[config.mk]
export PLATFORM = sky130hd
export DESIGN_NAME = lag_capture
export DESIGN_NICKNAME = d
export VERILOG_FILES = /design/src/rtl/lag_capture.sv
export SDC_FILE = /design/constraint.sdc
export NUM_CORES = 1
export LEC_CHECK = 0
export BUFFER_PORTS_ARGS = -buffer_cell sky130_fd_sc_hd__buf_2
export CAP_MARGIN = 10
export CORE_ASPECT_RATIO = 0.75
export CORE_MARGIN = 2
export CORE_UTILIZATION = 25
export DETAILED_ROUTE_END_ITERATION = 12
export SKIP_LAST_GASP = 1
export SLEW_MARGIN = 0
export SYNTH_ARGS = -nofsm -noshare
export SYNTH_HDL_FRONTEND = slang
export SYNTH_SLANG_ARGS = --single-unit
export TNS_END_PERCENT = 30
[constraint.sdc]
create_clock -name clock -period 10.95 [get_ports clock]
set_input_delay 2.19 -clock clock [delete_from_list [all_inputs] [get_ports clock]]
set_output_delay 2.19 -clock clock [all_outputs]
set_load 0.01 [all_outputs]
[src/rtl/lag_capture.sv]
// -----------------------------------------------------------------------------
// lag_capture
//   Single-shot latency capture. A measurement window opens when
//   reset_bcdcounter is released. The block then counts elapsed microseconds
//   (one tick every CLOCK_DIVIDER clocks). The first synchronised rising edge
//   of the active-low sensor captures the count. A serial double-dabble then
//   converts the count to packed BCD. If the count sits at MAX_COUNT for a
//   further full microsecond without an edge, the window times out.
//
// Ports
//   clock            in   system clock (27 MHz nominal)
//   reset_bcdcounter in   asynchronous active-high reset; release opens a window
//   enable           in   0 pauses tick counting and edge acceptance
//   sensor_n         in   raw active-low photo-sensor input (asynchronous)
//   us_count         out  live elapsed microseconds
//   sample_us        out  captured latency, binary
//   sample_valid     out  one-cycle pulse when sample_us is loaded
//   sample_bcd       out  captured latency, packed BCD
//   bcd_valid        out  one-cycle pulse when sample_bcd is updated
//   timeout          out  sticky: no edge seen within MAX_COUNT
//   busy             out  high while armed or converting
// -----------------------------------------------------------------------------
module lag_capture #(
    parameter int CLOCK_DIVIDER = 27,
    parameter int COUNT_WIDTH   = 20,
    parameter int MAX_COUNT     = 999999,
    parameter int BCD_DIGITS    = 6
) (
    input  logic                      clock,
    input  logic                      reset_bcdcounter,
    input  logic                      enable,
    input  logic                      sensor_n,
    output logic [COUNT_WIDTH-1:0]    us_count,
    output logic [COUNT_WIDTH-1:0]    sample_us,
    output logic                      sample_valid,
    output logic [4*BCD_DIGITS-1:0]   sample_bcd,
    output logic                      bcd_valid,
    output logic                      timeout,
    output logic                      busy
);

    localparam int PRESC_W = (CLOCK_DIVIDER > 1) ? $clog2(CLOCK_DIVIDER) : 1;
    localparam int ITER_W  = $clog2(COUNT_WIDTH + 1);
    localparam int BCD_W   = 4 * BCD_DIGITS;

    localparam logic [PRESC_W-1:0]     PRESC_LAST = PRESC_W'(CLOCK_DIVIDER - 1);
    localparam logic [COUNT_WIDTH-1:0] COUNT_MAX  = COUNT_WIDTH'(MAX_COUNT);
    localparam logic [ITER_W-1:0]      ITER_LAST  = ITER_W'(COUNT_WIDTH - 1);
    localparam logic [BCD_W-1:0]       ALL_NINES  = {BCD_DIGITS{4'h9}};

    typedef enum logic [1:0] {
        S_ARMED   = 2'd0,
        S_CONVERT = 2'd1,
        S_DONE    = 2'd2,
        S_TIMEOUT = 2'd3
    } state_t;

    state_t r_state;
    state_t w_state_next;

    logic                   r_sync1;
    logic                   r_sync2;
    logic                   r_prev;
    logic [PRESC_W-1:0]     r_presc;
    logic [COUNT_WIDTH-1:0] r_bin;
    logic [BCD_W-1:0]       r_bcd;
    logic [ITER_W-1:0]      r_iter;

    logic                   w_rise;
    logic                   w_tick;
    logic                   w_armed_en;
    logic                   w_capture;
    logic                   w_expire;
    logic                   w_last_iter;
    logic [BCD_W-1:0]       w_bcd_adj;
    logic [BCD_W-1:0]       w_bcd_step;

    // Sensor synchroniser. Flops reset to "active" so that a sensor already
    // active when the window opens does not look like a fresh edge.
    always_ff @(posedge clock or posedge reset_bcdcounter) begin
        if (reset_bcdcounter) begin
            r_sync1 <= 1'b1;
            r_sync2 <= 1'b1;
            r_prev  <= 1'b1;
        end else begin
            r_sync1 <= ~sensor_n;
            r_sync2 <= r_sync1;
            r_prev  <= r_sync2;
        end
    end

    assign w_rise      = r_sync2 & ~r_prev;
    assign w_armed_en  = (r_state == S_ARMED) && enable;
    assign w_tick      = (r_presc == PRESC_LAST);
    // An edge in the same cycle as the expiry condition takes priority.
    assign w_capture   = w_armed_en && w_rise;
    assign w_expire    = w_armed_en && !w_rise && w_tick && (us_count == COUNT_MAX);
    assign w_last_iter = (r_state == S_CONVERT) && (r_iter == ITER_LAST);

    // Double-dabble step: add 3 to every nibble >= 5, then shift in the next
    // binary MSB.
    genvar gi;
    generate
        for (gi = 0; gi < BCD_DIGITS; gi++) begin : g_nibble
            assign w_bcd_adj[4*gi +: 4] = (r_bcd[4*gi +: 4] >= 4'd5)
                                        ? r_bcd[4*gi +: 4] + 4'd3
                                        : r_bcd[4*gi +: 4];
        end
    endgenerate

    assign w_bcd_step = BCD_W'({w_bcd_adj, r_bin[COUNT_WIDTH-1]});

    // State register
    always_ff @(posedge clock or posedge reset_bcdcounter) begin
        if (reset_bcdcounter) begin
            r_state <= S_ARMED;
        end else begin
            r_state <= w_state_next;
        end
    end

    // Next-state logic
    always_comb begin
        w_state_next = r_state;
        case (r_state)
            S_ARMED: begin
                if (w_capture) begin
                    w_state_next = S_CONVERT;
                end else if (w_expire) begin
                    w_state_next = S_TIMEOUT;
                end
            end
            S_CONVERT: begin
                if (w_last_iter) begin
                    w_state_next = S_DONE;
                end
            end
            default: begin
                w_state_next = r_state;
            end
        endcase
    end

    // State-derived outputs
    always_comb begin
        busy = (r_state == S_ARMED) || (r_state == S_CONVERT);
    end

    // Counting, capture and conversion datapath
    always_ff @(posedge clock or posedge reset_bcdcounter) begin
        if (reset_bcdcounter) begin
            r_presc      <= '0;
            us_count     <= '0;
            sample_us    <= '0;
            sample_valid <= 1'b0;
            sample_bcd   <= '0;
            bcd_valid    <= 1'b0;
            timeout      <= 1'b0;
            r_bin        <= '0;
            r_bcd        <= '0;
            r_iter       <= '0;
        end else begin
            sample_valid <= 1'b0;
            bcd_valid    <= 1'b0;

            // Counting stops in the capture cycle so us_count shows the
            // captured value from then on.
            if (w_armed_en && !w_capture) begin
                r_presc <= w_tick ? '0 : r_presc + PRESC_W'(1);
                if (w_tick && (us_count != COUNT_MAX)) begin
                    us_count <= us_count + COUNT_WIDTH'(1);
                end
            end

            if (w_capture) begin
                sample_us    <= us_count;
                sample_valid <= 1'b1;
                r_bin        <= us_count;
                r_bcd        <= '0;
                r_iter       <= '0;
            end else if (w_expire) begin
                timeout    <= 1'b1;
                sample_us  <= COUNT_MAX;
                sample_bcd <= ALL_NINES;
                bcd_valid  <= 1'b1;
            end

            // sample_bcd is only written once the final iteration is done,
            // so partial results never appear on the output.
            if (r_state == S_CONVERT) begin
                r_bin  <= r_bin << 1;
                r_bcd  <= w_bcd_step;
                r_iter <= r_iter + ITER_W'(1);
                if (w_last_iter) begin
                    sample_bcd <= w_bcd_step;
                    bcd_valid  <= 1'b1;
                end
            end
        end
    end

endmodule

==> impl_metrics.tcl <==
set metrics [dict create \
    status "finished, final reports clean" \
    reg2reg_from "r_sync2" \
    wire_per_inst_um 15.65 \
    core_um2 22230 \
    synth_area_per_cell_um2 10.19 \
    fin_area_um2 7007 \
    synth_compound_area_share_pct 10.44 \
    synthFlopType "dfrtp_1" \
    cp_slowest_cell "nor2_1" \
    rrSetupSlack_ns 8.30 \
    diodes 0 \
    ys_ff_latch 126 \
    holdPathStages 0 \
    fin_cells 940 \
    cts.sinks 126 \
    cts_resized 0 \
    hold_start "r_sync1" \
    muxShareOfSynthArea_pct 1.751 \
    clk_latency_ns 0.42 \
    finalSetupViolations 0 \
    grt_pass1_vias 4295 \
    cts_tree "built" \
    crit_path_start_kind "input port" \
    cp.required_ns 11.30 \
    htree_levels 4 \
    drt_iter0_markers 535 \
    netSwitchingFraction_pct 20.45 \
    end_kind "flip-flop" \
    fillers 2310 \
    synth-xor-area-share_pct 3.962 \
    dieArea_um2 24100 \
    dp_hpwl_um 9812 \
    slew_headroom_pct 38.89 \
    start_util_pct 25.71 \
    grt_max_degree 73 \
    cts_buffer_depth 2 \
    pwr-share-seq_pct 43.5 \
    rows 47 \
    power_frac_comb_pct 1.0 \
    synth-edff-count 0 \
    grt_usage_pct 12.92 \
    multiInputGateArea_um2 2354 \
    port_buffers 71 \
    rr_worst_depth 7 \
    peakVddDrop_v 0.0001090 \
    rsz0062_at_grt "false" \
    seq_area_frac_synth_pct 55.23 \
    dp_cells 907 \
    ctsHoldBuffers 0 \
    die_h_um 134.9 \
    p_int_mw 0.8540 \
    synthAdderAreaFrac_pct 3.503 \
    critPathMaxFanout 36 \
    grt_pass1_wl_um 23940 \
    synth_nets 581 \
    num_vias 4336 \
    synthDistinctLibCells 48 \
    vias_per_cell 4.613 \
    rr_endpoint "r_bin[6]" \
    critical_path_class "in2reg" \
    slowest_delay_ns 0.68 \
    regArea_um2 3157 \
    crit_chain "buf_2, nor3b_1, nand2_1, buf_4, inv_2, nor2_1, buf_4, nand2_1, nand3_1" \
    critical-path-top-delay-family "buffers and inverters" \
    switchingPower_mw 0.2196 \
    tightest_slew_ns 0.9132 \
    max_freq_ghz 0.2455 \
    cp.arrival_ns 4.42 \
    synth-simple-area-share_pct 21.48 \
    first_pass_iters 5 \
    syn_to_final_growth_pct 22.59 \
    p_leak_nw 3.449 \
    slew_violations 0 \
    routed_wl_um 14710 \
    power.density_nw_per_um2 153.2 \
    timing.max_cap.violations 0 \
    grt_overflow 0 \
    drive_above_1_share_pct 21.21 \
    hold_path_end "r_sync2" \
    antenna_left 0 \
    period_needed_ns 4.074 \
    synth_top_family_by_area "simple AND/OR/NAND/NOR gates" \
    critPathBufInv 4 \
    clkTransAtPathRegs_ns 0.06 \
    synth-async-reset-ratio_pct 100.0 \
    power_frac_clock_pct 55.4 \
    drc 0 \
    die_w_um 178.6 \
    final_hold_viol_count 0 \
    antenna_found_initial 0 \
    dpl_cell_area_um2 6364 \
    post_cts_buffers 0 \
    syn_area_um2 5715 \
    netlist_instances 561 \
    globalplace.congestion 0.7671 \
    setup_ws_ns 6.876 \
    nNetsFinal 653 \
    ios 72 \
    period_share_pct 37.20 \
    yosys_warnings 0 \
    fin_hold_ws_ns 0.3633 \
    min_path_type "reg2reg" \
    dpl_worst_slack_ns 6.471 \
    finalSetupTns_ns 0 \
    fin_skew_ns 0.009659 \
    root_buffer "clkbuf_16" \
    numCtsBuffers 17 \
]
[layout by cell type, fill, tap and decap left out, drive strengths merged, types with 2 or more instances in the layout]
master	instances
nor4	3
nor2b	2
mux2	8
a31oi	6
and2	2
nor3b	7
nor3	18
nand3	66
nor2	17
or3b	7
clkbuf	21
clkinv	6
a22oi	6
nor4b	3
xnor2	11
o21ai	63
a21o	2
dfrtp	123
nand4	6
buf	79
a21oi	12
bufinv	4
a221o	2
inv	20
and3	5
o31ai	3
dfstp	3
nand2	87
xor2	14
a22o	7
ha	16
nand2b	8
[Yosys cell counts, types with 5 or more instances]
library cell  count  area [µm²]
and3_1            5       31.28
a22o_1            7       61.31
nand4_1           6       37.54
a31oi_1           6       37.54
a21oi_1          12       60.06
mux2_2            8       90.09
nor3_1           17       85.08
o21ai_0          57       285.3
a22oi_1           6       45.04
ha_1             16       200.2
nand2b_1          8       50.05
xor2_1           14       122.6
nor2_1           17       63.81
nand3_1          66       330.3
nor3b_1           7       52.55
inv_1            19       71.32
dfrtp_1         123        3078
or3b_2            6       52.55
clkbuf_1         15       56.30
o21ai_1           5       25.02
nand2_1          87       326.6
xnor2_1          10       87.58
[flip-flops by register name, summed over array words and instances (netlist names)]
name          count
r_sync1           1
r_prev            1
sample_valid      1
r_state           2
sample_bcd       24
timeout           1
r_bcd            24
sample_us        20
r_sync2           1
r_bin            20
r_presc           5
us_count         20
r_iter            5
bcd_valid         1
[cell families after synthesis]
kind of cell | Yosys count
DFF | 126
buffers and inverters | 46
muxes | 9
xor gates and xnor gates | 25
AOI/OAI and AO/OA | 103
and+or+nand+nor | 236
adders and majority gates | 16
[stage by stage]
step / power [mW] / utilization (%)
global placement: 0.4875 / 28.63
floorplan: 0.4833 / -
finish: 1.074 / 31.52
detailed placement: 0.4876 / 28.63
global route: 1.106 / 31.52
CTS: 1.083 / 31.40
[final cells by class]
class                           instances  area share, %
Sequential cell                       126          45.05
Multi-Input combinational cell        389          33.59
Clock buffer                           21          6.429
Timing Repair Buffer                   79          6.214
Tap cell                              294          5.250
Clock inverter                         11          2.357
Inverter                               20          1.107
[how the worst max path moves through the flow]
stage / startpoint / endpoint / depth (start not counted)
after detailed placement: enable / r_bin[6] / 8
after global routing: enable / r_bin[2] / 9
after global placement: enable / r_bin[6] / 8
after CTS: enable / r_bin[2] / 9
final: enable / r_bin[2] / 9
after floorplan: reset_bcdcounter / bcd_valid / 1
[layer usage]
layer  global-route usage [%]  part of all wire (%)
met1                    18.66                    50
met4                    2.755                  0.92
met5                        0                     0
met2                    17.85                    42
met3                    5.490                   7.1
[power groups by stage]
stage	Clock [mW]	Combinational, mW	Sequential [mW]
4_1_cts	0.603	0.0119	0.467
2_1_floorplan	0	0.00768	0.476
6_report	0.595	0.0110	0.468
3_5_place_dp	0	0.0119	0.476
3_3_place_gp	0	0.0118	0.476
5_1_grt	0.625	0.0133	0.467
Note: power is estimated with default switching activity, not from simulation.
